**config.mk**
```make
export PLATFORM = sky130hd
export DESIGN_NAME = logic_unit_arbiter
export DESIGN_NICKNAME = d
export VERILOG_FILES = /design/src/rtl/logic_unit_arbiter.sv
export SDC_FILE = /design/constraint.sdc
export NUM_CORES = 1
export LEC_CHECK = 0
export BUFFER_PORTS_ARGS = -buffer_cell sky130_fd_sc_hd__buf_2
export CELL_PAD_IN_SITES_DETAIL_PLACEMENT = 0
export CELL_PAD_IN_SITES_GLOBAL_PLACEMENT = 1
export CORE_MARGIN = 2
export CORE_UTILIZATION = 36
export DETAILED_ROUTE_END_ITERATION = 8
export MAX_ROUTING_LAYER = met4
export PLACE_DENSITY = 0.77
export SYNTH_ARGS = -nofsm -noshare
export SYNTH_HDL_FRONTEND = slang
export SYNTH_SLANG_ARGS = --single-unit
export TNS_END_PERCENT = 5
```
**constraint.sdc**
```tcl
create_clock -name clk -period 1.85 [get_ports clk]
set_clock_uncertainty 0.15 [all_clocks]
set_input_delay 0.37 -clock clk [delete_from_list [all_inputs] [get_ports clk]]
set_output_delay 0.37 -clock clk [all_outputs]
set_load 0.03 [all_outputs]
```
**src/rtl/logic_unit_arbiter.sv**
```systemverilog
// rtl/logic_unit_arbiter.sv - round-robin arbiter/sequencer sharing one bitwise logic unit between two requesters
//
// Purpose: accepts {a, b, op} commands from two requesters, drives the shared
// logic unit for ALU_LAT cycles, captures its result and returns it to the
// requester that owns the transaction. One transaction is in flight at a time.
//
// Ports:
//   clk, rst_n                   clock (rising edge), asynchronous active-low reset
//   req{0,1}_valid/_ready        command handshake
//   req{0,1}_a/_b/_op            command operands and op select
//   rsp{0,1}_valid/_ready/_f     response handshake and result
//   alu_a/_b/_op, alu_f          shared logic unit interface
//   busy                         a transaction is in progress

module logic_unit_arbiter #(
  parameter int W       = 2,
  parameter int ALU_LAT = 1
) (
  input  logic         clk,
  input  logic         rst_n,
  input  logic         req0_valid,
  output logic         req0_ready,
  input  logic [W-1:0] req0_a,
  input  logic [W-1:0] req0_b,
  input  logic [1:0]   req0_op,
  output logic         rsp0_valid,
  input  logic         rsp0_ready,
  output logic [W-1:0] rsp0_f,
  input  logic         req1_valid,
  output logic         req1_ready,
  input  logic [W-1:0] req1_a,
  input  logic [W-1:0] req1_b,
  input  logic [1:0]   req1_op,
  output logic         rsp1_valid,
  input  logic         rsp1_ready,
  output logic [W-1:0] rsp1_f,
  output logic [W-1:0] alu_a,
  output logic [W-1:0] alu_b,
  output logic [1:0]   alu_op,
  input  logic [W-1:0] alu_f,
  output logic         busy
);

  typedef enum logic [1:0] {
    IDLE = 2'd0,
    EXEC = 2'd1,
    RESP = 2'd2
  } state_e;

  localparam logic [2:0] LAT_INIT = 3'(ALU_LAT);

  state_e       state_q;
  logic         last_grant_q;
  logic         id_q;
  logic [2:0]   cnt_q;
  logic [W-1:0] alu_a_q;
  logic [W-1:0] alu_b_q;
  logic [1:0]   alu_op_q;
  logic [W-1:0] result_q;
  logic         rsp0_valid_q;
  logic         rsp1_valid_q;
  logic         busy_q;

  logic grant;
  logic accept;
  logic rsp_done;

  // On a tie the requester that was not served last wins.
  always_comb begin
    grant = 1'b0;
    if (req0_valid && req1_valid) begin
      grant = ~last_grant_q;
    end else if (req1_valid) begin
      grant = 1'b1;
    end
  end

  assign accept   = (state_q == IDLE) && (req0_valid || req1_valid);
  assign rsp_done = id_q ? rsp1_ready : rsp0_ready;

  // Ready is combinational from valid, so it is qualified by rst_n to keep
  // every output low while reset is held.
  assign req0_ready = rst_n && accept && !grant;
  assign req1_ready = rst_n && accept && grant;

  always_ff @(posedge clk or negedge rst_n) begin
    if (!rst_n) begin
      state_q      <= IDLE;
      last_grant_q <= 1'b1;
      id_q         <= 1'b0;
      cnt_q        <= 3'd0;
      alu_a_q      <= '0;
      alu_b_q      <= '0;
      alu_op_q     <= 2'b00;
      result_q     <= '0;
      rsp0_valid_q <= 1'b0;
      rsp1_valid_q <= 1'b0;
      busy_q       <= 1'b0;
    end else begin
      case (state_q)
        IDLE: begin
          if (accept) begin
            // The alu_* registers double as the command latch.
            id_q     <= grant;
            alu_a_q  <= grant ? req1_a  : req0_a;
            alu_b_q  <= grant ? req1_b  : req0_b;
            alu_op_q <= grant ? req1_op : req0_op;
            cnt_q    <= LAT_INIT;
            busy_q   <= 1'b1;
            state_q  <= EXEC;
          end
        end
        EXEC: begin
          cnt_q <= cnt_q - 3'd1;
          if (cnt_q == 3'd1) begin
            // Only the last EXEC cycle's alu_f is trusted.
            result_q     <= alu_f;
            alu_a_q      <= '0;
            alu_b_q      <= '0;
            alu_op_q     <= 2'b00;
            rsp0_valid_q <= !id_q;
            rsp1_valid_q <= id_q;
            state_q      <= RESP;
          end
        end
        RESP: begin
          if (rsp_done) begin
            last_grant_q <= id_q;
            rsp0_valid_q <= 1'b0;
            rsp1_valid_q <= 1'b0;
            busy_q       <= 1'b0;
            state_q      <= IDLE;
          end
        end
        default: begin
          state_q <= IDLE;
        end
      endcase
    end
  end

  assign alu_a      = alu_a_q;
  assign alu_b      = alu_b_q;
  assign alu_op     = alu_op_q;
  assign rsp0_valid = rsp0_valid_q;
  assign rsp1_valid = rsp1_valid_q;
  assign rsp0_f     = result_q;
  assign rsp1_f     = result_q;
  assign busy       = busy_q;

endmodule
```
==> flow_summary.toml <==
[die]
fp.dieH_um = 55.67
rows = 18
coreArea_um2 = 2500
start_util = 0.3844
io_pins = 35
die_w_um = 55.67
die_area_um2 = 3099

[timing]
fmax_mhz = 529.8
finalSetupViolations = 2
finalSetupTns_ns = -0.05040
maxSlewViolCount = 0
period_share = 1.020
holdWs_ns = 0.1411
hold_viol = 0
slew_headroom = 0.7776
worstMarginPinSlew_ns = 0.3325
layout_setup_ws_ns = -0.03734
rsz0062_at_grt = "yes"
finalWorstPathRequiredPeriod_ns = 1.887

[critical_path]
critPathArrivalTime_ns = 1.37
crit_type = "reg2out"
startpoint_type = "register"
ff2ff_setup_slack_ns = 0.27
critPathRequiredTime_ns = 1.33
worstSetupEndpointType = "primary output"
critPathMaxFanout = 2

[cts]
clock_latency_ns = 0.29
cts_buffers = 3
cts_num_sinks = 18
clock_path_buffers = 2
path_clk_slew_ns = 0.10
cts_max_level = 1
cts_tree = "yes"
cts-root-buf = "clkbuf_4"

[run_status]
status = "finished, violations left"
failed_checks = "negative setup slack"

[global_route]
grtUsageTotal = 0.1445
grt_pass1_vias = 737
grt-ovfl-total = 0
grt_first_pass_wirelength_um = 3394
grt_max_degree = 14
antenna_found_initial = 0

[synthesis]
ys_ff_latch = 18
synth_warnings = 0
synth_top_family_by_area = "multiplexers"
seq_area_frac_synth = 0.4701
synth_fa_ha_area_frac = 0.02604
synth-compound-area-share = 0.1172
synth.distinct_cells = 32
synth_simple_gate_area_frac = 0.1589
syn_area_um2 = 960.9
synth_top_area_share = 0.4427
synthMuxAreaShare = 0.1589
synthesis.nets = 110
synthXorXnorAreaFrac = 0
synth_cells = 88
synth_area_leaders = "dfrtp_1, mux2i_1, o21ai_0"
synth_area_per_cell_um2 = 10.92
yosysTopAreaCell = "dfrtp_1"

[route]
vias_per_cell = 4.854
drt_wl_total_um = 2010
drtPass1Iterations = 4
vias = 767
drtIter0Drc = 14
drcViolationCount = 0
routedWlPerCell_um = 12.72
postRouteAntennaNets = 0

[cells_and_area]
final_nets = 151
fill_cells = 238
seqCellArea_um2 = 452.9
syn_to_final_growth_pct = 29.69
layout-drive-gt1-share = 0.4141
multi_input_area_um2 = 459.2
finalInstanceArea_um2 = 1246
antennaDiodeCount = 0

[placement]
place_congestion = 0.8181
port_buffers = 34
place_hpwl_um = 1517
dpl_cell_area_um2 = 1155
pre_cts_slack_ns = 0.06027

[run]
maxCapViolCount = 0

[hold_path]
hold_path.class = "in2reg"

[power_and_ir_drop]
ir_worst_vdd_mv = 0.8548
total_leakage_power_nw = 0.6180
finalPower_w = 0.002072
p_per_area_nw_per_um2 = 1663
-- flip-flops by register name, summed over array words and instances, names as in the netlist --
signal,cells
busy,1
rsp0_valid,1
rsp1_valid,1
state_q,2
alu_b,2
id_q,1
rsp0_f,2
alu_op,2
cnt_q,3
alu_a,2
last_grant_q,1
-- report_power, final --
group          internal (W)  leakage, nW  switching (W)
Sequential         0.000584        0.212       0.000144
Combinational      0.000459        0.391       0.000679
Clock             0.0000839       0.0150       0.000122
Total               0.00113        0.618       0.000945
-- cell usage after synthesis --
| cell | count |
|---|---|
| o311ai_0 | 1 |
| or3_1 | 1 |
| ha_1 | 2 |
| nor3_1 | 1 |
| a21oi_1 | 3 |
| nand2b_1 | 2 |
| or2_0 | 1 |
| and3_1 | 1 |
| o21ai_0 | 8 |
| buf_4 | 2 |
| o22ai_1 | 1 |
| nand2_1 | 10 |
| nor2b_1 | 1 |
| mux2_2 | 1 |
| dfstp_2 | 1 |
| a22oi_1 | 1 |
| o21a_1 | 1 |
| clkbuf_1 | 1 |
| buf_2 | 2 |
| nand3b_1 | 2 |
| dfrtp_1 | 17 |
| inv_1 | 4 |
| buf_6 | 2 |
| and2_1 | 1 |
| mux2i_1 | 13 |
| nand4bb_4 | 1 |
| o21ba_2 | 1 |
| mux2_1 | 1 |
| a21o_1 | 1 |
| a21bo_2 | 1 |
| nor3_4 | 1 |
| nor2_1 | 2 |
-- path summary, 6_finish.rpt --
path | start | endpoint | cells after the start
min reg2reg | alu_op[0]$_DFFE_PN0P_ | alu_op[0]$_DFFE_PN0P_ | 2
max reg2reg | cnt_q[1]$_DFFE_PN0P_ | rsp0_f[0]$_DFFE_PN0P_ | 4
min | alu_f[0] | rsp0_f[0]$_DFFE_PN0P_ | 2
max in group asynchronous | rst_n | last_grant_q$_DFFE_PN1P_ | 3
max | last_grant_q$_DFFE_PN1P_ | req0_ready | 4
min in group asynchronous | rst_n | cnt_q[0]$_DFFE_PN0P_ | 2
-- through the flow --
stage	std cells	util
final	158	0.4985
after global routing	158	0.4985
after CTS	158	0.4965
after detailed placement	150	0.4620
after global placement	150	0.4620
after floorplan	88	-
-- timing repair --
| item | CTS | global route |
|---|---|---|
| gates resized for setup | 7 | 1 |
| hold endpoints to repair | 7 | 0 |
| endpoints found under the setup margin | 2 | 2 |
| hold buffers | 2 | 0 |
| gates cloned | 0 | 0 |
| pin swaps | 0 | 0 |
| buffers inserted | 2 | 0 |
-- metal layers --
layer  GRT usage  routed length [um]  part of all wire
met1      0.1703                 870              0.43
met2      0.2432                 995              0.50
met3     0.03721                 128             0.064
met4     0.04181                  16            0.0080
met5           -                   0                 0
-- cells by family (layout without fill, tap and decap cells) --
logic type,count (synthesis),count (layout)
muxes,15,15
AOI/OAI and AO/OA,18,18
DFF,18,18
adders and majority gates,2,2
and+or+nand+nor,24,24
buffers and inverters,11,51
-- worst max-delay path: stages, from the launching register on --
cell and delay, ns:
dfstp_2 0.56, a21bo_4 0.13, buf_6 0.09, and3_4 0.17, buf_6 0.12
-- cell usage in the layout (no fill, tap or decap), drive strengths merged, types with 2 or more instances in the layout --
master,count
inv,4
ha,2
mux2,2
nand2,10
dfrtp,17
buf,41
nor3,2
a21oi,3
mux2i,13
dlygate4sd3,2
clkbuf,4
nand3b,2
nor2,2
o21ai,8
nand2b,2
-- final cells by class --
cell class | instances | area share
multi-input cells | 59 | 0.3685
flip-flops and latches | 18 | 0.3635
repair buffers | 43 | 0.2048
well taps | 30 | 0.03012
clock buffers | 4 | 0.02108
inverters | 4 | 0.01205
(Power assumes the default switching activity.)
